## src/rtl/mc_pkg.sv

```systemverilog
// mc_pkg: shared PC-source encoding, opcodes and datapath width for the multicycle MIPS slice
package mc_pkg;
  localparam int WIDTH = 32;
  typedef enum logic [1:0] {
    PCSRC_ALU    = 2'b00,
    PCSRC_ALUOUT = 2'b01,
    PCSRC_JUMP   = 2'b10
  } pcsrc_t;
  localparam logic [5:0] OP_RTYPE = 6'b000000;
  localparam logic [5:0] OP_LW    = 6'b100011;
  localparam logic [5:0] OP_SW    = 6'b101011;
  localparam logic [5:0] OP_BEQ   = 6'b000100;
  localparam logic [5:0] OP_ADDI  = 6'b001000;
  localparam logic [5:0] OP_J     = 6'b000010;
endpackage

```

## src/rtl/flopenr.sv

```systemverilog
// flopenr: enable register with asynchronous active-low reset to a parameterised value
module flopenr #(
  parameter int W = 32,
  parameter logic [W-1:0] RST_VAL = '0
) (
  input  logic         clk,
  input  logic         rst_n,
  input  logic         en,
  input  logic [W-1:0] d,
  output logic [W-1:0] q
);
  always_ff @(posedge clk or negedge rst_n)
    if (!rst_n) q <= RST_VAL;
    else if (en) q <= d;
endmodule

```

## src/rtl/mc_datapath_regs.sv

```systemverilog
// mc_datapath_regs: PC, IR, MDR, A, B, ALUOut, next-PC select and performance counters
module mc_datapath_regs
  import mc_pkg::*;
#(
  parameter int WIDTH = mc_pkg::WIDTH,
  parameter logic [WIDTH-1:0] RESET_PC = '0,
  parameter int CNT_W = 32
) (
  input  logic             clk,
  input  logic             rst_n,
  input  logic             IRWrite,
  input  logic             PCWrite,
  input  logic             Branch,
  input  logic [1:0]       PCSource,
  input  logic             IorD,
  input  logic [WIDTH-1:0] mem_rd,
  input  logic [WIDTH-1:0] rd1,
  input  logic [WIDTH-1:0] rd2,
  input  logic [WIDTH-1:0] alu_result,
  input  logic             zero,
  output logic [WIDTH-1:0] pc,
  output logic [WIDTH-1:0] instr,
  output logic [5:0]       op,
  output logic [WIDTH-1:0] mdr,
  output logic [WIDTH-1:0] a,
  output logic [WIDTH-1:0] b,
  output logic [WIDTH-1:0] alu_out,
  output logic [WIDTH-1:0] mem_addr,
  output logic             pc_en,
  output logic             pcsrc_err,
  output logic [CNT_W-1:0] cycle_count,
  output logic [CNT_W-1:0] instr_count
);
  logic [WIDTH-1:0] nextPc;
  logic [WIDTH-1:0] jumpTarget;
  logic pcReq;
  logic pcSrcBad;
  always_comb begin
    pcReq      = PCWrite | (Branch & zero);
    pcSrcBad   = PCSource == 2'b11;
    pc_en      = pcReq & ~pcSrcBad;
    jumpTarget = {pc[WIDTH-1:WIDTH-4], instr[WIDTH-7:0], 2'b00};
    nextPc     = PCSource == PCSRC_ALU    ? alu_result :
                 PCSource == PCSRC_ALUOUT ? alu_out    : jumpTarget;
    mem_addr   = IorD ? alu_out : pc;
    op         = instr[WIDTH-1:WIDTH-6];
  end
  flopenr #(.W(WIDTH), .RST_VAL(RESET_PC)) pcReg (
    .clk(clk), .rst_n(rst_n), .en(pc_en), .d(nextPc), .q(pc));
  flopenr #(.W(WIDTH)) irReg (
    .clk(clk), .rst_n(rst_n), .en(IRWrite), .d(mem_rd), .q(instr));
  flopenr #(.W(WIDTH)) mdrReg (
    .clk(clk), .rst_n(rst_n), .en(1'b1), .d(mem_rd), .q(mdr));
  flopenr #(.W(WIDTH)) aReg (
    .clk(clk), .rst_n(rst_n), .en(1'b1), .d(rd1), .q(a));
  flopenr #(.W(WIDTH)) bReg (
    .clk(clk), .rst_n(rst_n), .en(1'b1), .d(rd2), .q(b));
  flopenr #(.W(WIDTH)) aluOutReg (
    .clk(clk), .rst_n(rst_n), .en(1'b1), .d(alu_result), .q(alu_out));
  // Any PC request with PCSource=11 is flagged, even a branch whose zero is low
  always_ff @(posedge clk or negedge rst_n)
    if (!rst_n) begin
      pcsrc_err   <= 1'b0;
      cycle_count <= '0;
      instr_count <= '0;
    end else begin
      pcsrc_err   <= pcsrc_err | ((PCWrite | Branch) & pcSrcBad);
      cycle_count <= cycle_count + 1'b1;
      instr_count <= instr_count + CNT_W'(IRWrite);
    end
endmodule

```

## config.mk

```make
export PLATFORM = sky130hd
export DESIGN_NAME = mc_datapath_regs
export DESIGN_NICKNAME = d
export VERILOG_FILES = /design/src/rtl/mc_pkg.sv /design/src/rtl/flopenr.sv /design/src/rtl/mc_datapath_regs.sv
export SDC_FILE = /design/constraint.sdc
export NUM_CORES = 1
export LEC_CHECK = 0
export CORE_UTILIZATION = 35
export CTS_BUF_LIST = sky130_fd_sc_hd__clkbuf_16
export DETAILED_ROUTE_END_ITERATION = 6
export PLACE_DENSITY = 0.78
export SETUP_SLACK_MARGIN = 0.1
export SLEW_MARGIN = 10
export SYNTH_ARGS = -nofsm -noshare
export SYNTH_HDL_FRONTEND = slang
export SYNTH_SLANG_ARGS = --single-unit
```

## constraint.sdc

```tcl
create_clock -name clk -period 2.06 [get_ports clk]
set_clock_uncertainty 0.1 [all_clocks]
set_input_delay 0.309 -clock clk [delete_from_list [all_inputs] [get_ports clk]]
set_output_delay 0.309 -clock clk [all_outputs]
set_load 0.01 [all_outputs]
```

# Yosys cells after proc, flatten, opt, wreduce, memory -nomap -nowiden
# Cells that the tools add are included.
totals:
  register_bits: 257
  input_bits: 137
  output_inout_bits: 296
  elab_cells: 27
op_classes:
  add_sub_neg: 2
  n_eq_ne: 2
  n_mux: 3
  bitwise_logic: 7
  reduce_logical: 3
op_table:
  columns: ["cell", "count"]
  rows:
  - ["32-bit two-way mux", 3]
  - ["32-bit by 1-bit adder with 32-bit output", 1]
  - ["32-bit by 1-bit adder with 32-bit output (second input constant)", 1]
  - ["1-bit AND", 3]
  - ["1-bit bitwise OR", 3]
  - ["2-bit by 1-bit == test with 1-bit output (second input constant)", 1]
  - ["2-bit == test (second input constant)", 1]
  - ["2-bit logical NOT", 1]
  - ["2-bit AND reduction", 1]
  - ["2-bit nonzero test", 1]
  - ["1-bit NOT", 1]

# Depth between registers and ports, before layout
logic_depth:
  word_depth: 4
  depth_mapped: 6
  depth_no_buf: 5

# Hierarchy
# From an unflattened synthesis, not the netlist that was laid out.
hier_totals:
  hier_cells: 809
  hier_area_um2: 12039.0
modules_own_cells:
  columns: ["mod", "n_inst", "cells_per_inst", "area_each_um2", "seq_area_each_um2"]
  rows:
  - ["flopenr", 6, 68, 1345.0, 800.8]
  - ["mc_datapath_regs", 1, 401, 3968.8, 1626.6]

# Worst setup path before layout
# Ideal clock, no wire load.
synth_path:
  kind: "reg2reg"
  startpoint: "register instr_count[0]"
  endpoint: "register instr_count[20]"
  setup_time_ps: 80
  arrival_time_ps: 1720
  required_ps: 1880
  path_slack_ps: 160
  path_stages_with_launch: 7
  path_buffers: 1
  period_less_slack_ps: 1900
  path_cell_list: "dfrtp_1 > ha_1 > nand4_1 > or4_1 > buf_4 > nor4_1 > xnor2_1"
synth_via:
  elab_chain_cells: 1
synth_rtl:
  columns: ["item", "line_no", "rtl"]
  rows:
  - ["start, declared", "mc_datapath_regs.sv:32", "output logic [CNT_W-1:0] instr_count"]
  - ["start signal, assigned", "mc_datapath_regs.sv:69", "instr_count <= instr_count + CNT_W'(IRWrite);"]
  - ["32-bit by 1-bit adder with 32-bit output", "mc_datapath_regs.sv:69", null]
# No other way between the ends.
# A chain may end at the register's enable or synchronous reset.

# Final worst setup path
layout_path:
  startpoint: "register instr_count[0]"
  endpoint: "register instr_count[27]"
# The elaborated chain is that of the path after synthesis.

==> impl_metrics.tcl <==
set metrics [dict create \
    place_congestion 0.842 \
    start_util 0.360 \
    wl_per_cell_um 18.8 \
    htree_levels 1 \
    critical_path.endpoint "instr_count[27]$_DFF_PN0_" \
    synth_flop_cell "dfrtp_1" \
    insertion_delay_ps 530 \
    relSlewSlack 0.560 \
    fmax_ghz 0.517 \
    die_y_um 166 \
    via_count 7197 \
    switching_share 0.253 \
    internal-power_mw 9.25 \
    muxShareOfSynthArea 0.110 \
    r2r_end "instr_count[27]$_DFF_PN0_" \
    core_region_area_um2 26300 \
    p_sw_mw 3.14 \
    cts.sinks 257 \
    overflow 0 \
    cap_violations 0 \
    area_delta_synth_final_pct 62.2 \
    synth_edf_count 0 \
    grt_usage 0.204 \
    stdcell_count 1518 \
    power_frac_comb 0.167 \
    final_nets 1306 \
    initialDrtViolationCount 457 \
    yosysWarnings 0 \
    min_period_ps 1940 \
    ys_seq_area_frac 0.680 \
    drt_wl_total_um 28600 \
    post_synth_fa_ha_maj_area_fraction 0.00397 \
    die_area_um2 27700 \
    grt_setup_unrepaired "yes" \
    fillCellCount 2128 \
    synth-simple-area-share 0.0926 \
    firstDrtPassIters 6 \
    syn_avg_cell_area_um2 13.6 \
    power.density_nw_per_um2 807 \
    cts_tree "yes" \
    synth_top_family_by_area "multiplexers" \
    antenna_found_initial 0 \
    num_rows 59 \
    cp-start-kind "flop" \
    holdWs_ps 112 \
    crit_fanout 3 \
    setup_viol_count_final 0 \
    slew_violations 0 \
    drive_gt1_frac 0.150 \
    rrSetupSlack_ps 120 \
    synth_cells 693 \
    finalHoldViolations 0 \
    synth_area_um2 9460 \
    cp-end-kind "flop" \
    post-dp-hpwl_um 20900 \
    violations "design-rule violations" \
    hold_path.class "input pin to flop" \
    synth_top_cell_by_area "dfrtp_1" \
    ys_types 36 \
    drc 18 \
    async_reset_ff_frac 1.00 \
    pin_count 433 \
    synth_compound_area_frac 0.0365 \
    diodes 0 \
    vias_per_cell 4.74 \
    worstSetupPathType "flop to flop" \
    clockPowerShare 0.370 \
    synthTopCellsByArea "dfrtp_1 68%, mux2_2 7.6%, xnor2_1 3.6%, mux2i_1 3.4%, xor2_1 2.0%" \
    place_inst 1450 \
    io_buffers 432 \
    reg2reg_from "instr_count[0]$_DFF_PN0_" \
    clkTransAtPathRegs_ps 60 \
    netlist.area_leader.share 0.680 \
    crit_required_ps 2380 \
    root_buffer "clkbuf_16" \
    outcome "finished, violations left" \
    cts_buffers 28 \
    synth_xor_area_frac 0.0565 \
    synth_seq_cells 257 \
    fin_crit_sh 0.939 \
    grt_max_degree 64 \
    p_total_mw 12.4 \
    grt_pass1_wl_um 44200 \
    die_x_um 166 \
    leakage_nw 7.02 \
    place_ws_ps -71.8 \
    r2r_cells 7 \
    cts_buffer_depth 3 \
    irDropWorstVdd_uv 586 \
    worst_slew_pin_slew_ps 660 \
    postLayoutSetupSlackWorst_ps 125 \
    critPathLaunch "instr_count[0]$_DFF_PN0_" \
    grt_pass1_vias 7581 \
    sequentialPowerShare 0.462 \
    worstPathArrival_ps 2260 \
    drtAntennaViolNets 0 \
    synth_nets 833 \
]
## area by class of cell
class | instances | area [µm²] | area share
clock buffers | 29 | 726 | 0.0473
multi-input cells | 395 | 2890 | 0.188
well taps | 335 | 419 | 0.0273
inverters | 6 | 22.5 | 0.00147
clock inverters | 18 | 106 | 0.00693
flip-flops and latches | 257 | 6450 | 0.421
repair buffers | 478 | 4720 | 0.308
## kinds of logic (layout without fill, tap and decap cells)
| kind of cell | after synthesis | in the layout |
|---|---|---|
| adder cells (fa/ha/maj) | 3 | 3 |
| multiplexers | 96 | 96 |
| AND/OR/NAND/NOR | 170 | 170 |
| XOR/XNOR | 61 | 61 |
| flip-flops | 257 | 257 |
| AO/OA/AOI/OAI | 65 | 65 |
| buffers and inverters | 41 | 531 |
## state kept, by name, summed over array words and instances (netlist names)
| name | cells |
|---|---|
| mdrReg.q | 32 |
| bReg.q | 32 |
| irReg.q | 32 |
| pcReg.q | 32 |
| aReg.q | 32 |
| aluOutReg.q | 32 |
| cycle_count | 32 |
| instr_count | 32 |
| pcsrc_err | 1 |
## worst max-delay path: stages, from the launching register on
cell and delay [ps]:
dfrtp_1 390, buf_4 140, ha_1 200, nand4_1 170, nor4_1 370, buf_4 190
nand4_1 120, xnor2_1 140
## power groups by stage
| stage | combinational, mW | sequential, mW | clock, mW |
|---|---|---|---|
| after floorplan | 0.517 | 5.90 | 0 |
| after global placement | 2.10 | 5.79 | 0 |
| after detailed placement | 2.12 | 5.81 | 0 |
| after CTS | 2.06 | 5.72 | 4.69 |
| after global routing | 2.21 | 5.76 | 4.90 |
| final | 2.07 | 5.72 | 4.59 |
## per-layer routing
layer  global-route usage  vias up  routed length, µm
li1                     -     3339                  -
met1                0.258     3547              11600
met2                0.349      260              14200
met3               0.0441       51               1860
met4               0.0648        0                851
met5                    0        -                  0
## how the worst min path moves through the flow
stage	from	cells after the start	to
2_1_floorplan	rst_n	0	aReg.q[0]$_DFF_PN0_
3_3_place_gp	rst_n	1	pcsrc_err$_DFF_PN0_
3_5_place_dp	rst_n	1	pcsrc_err$_DFF_PN0_
4_1_cts	rd2[11]	1	bReg.q[11]$_DFF_PN0_
5_1_grt	rd2[18]	1	bReg.q[18]$_DFF_PN0_
6_report	rd2[11]	1	bReg.q[11]$_DFF_PN0_
## stage by stage
step,setup TNS [ps],cell area [µm²],utilization
after global routing,0,15300,0.584
after floorplan,0,9460,-
after CTS,0,15100,0.576
final,0,15300,0.584
after detailed placement,-71.8,14300,0.542
after global placement,-41.1,14300,0.542
## layout by cell type (no fill, tap or decap), types with 29 or more instances in the layout
cell | netlist | layout
buf_4 | 7 | 39
clkbuf_16 | 0 | 29
clkdlybuf4s50_1 | 0 | 351
dfrtp_1 | 257 | 242
dlygate4sd2_1 | 0 | 45
mux2_2 | 64 | 64
mux2i_1 | 32 | 32
nand2_1 | 51 | 51
nor2_1 | 35 | 35
o21ai_0 | 30 | 30
xnor2_1 | 39 | 39
## Yosys cell counts (2+ instances only)
library cell  number
mux2i_1           32
buf_4              7
ha_1               3
nand2_1           51
or2_2              2
xnor2_1           39
xor2_1            22
nand3_1           23
nor4_1            11
nor4_4             2
mux2_2            64
inv_1              6
nor3_1            12
a21oi_1           27
dfrtp_1          257
o31ai_1            6
buf_1              7
nor2_1            35
nand4_1           16
o21ai_0           30
and3_1             4
and4_1             5
clkbuf_1          17
buf_2              3
## repair_timing
| item | 4_1_cts | 5_1_grt |
|---|---|---|
| pin swaps | 0 | 2 |
| setup buffers | 10 | 9 |
| resized for setup | 65 | 48 |
| hold endpoints to repair | 258 | 0 |
| hold buffers | 2 | 0 |
| setup endpoints to repair | 69 | 50 |
(Power assumes the default switching activity.)
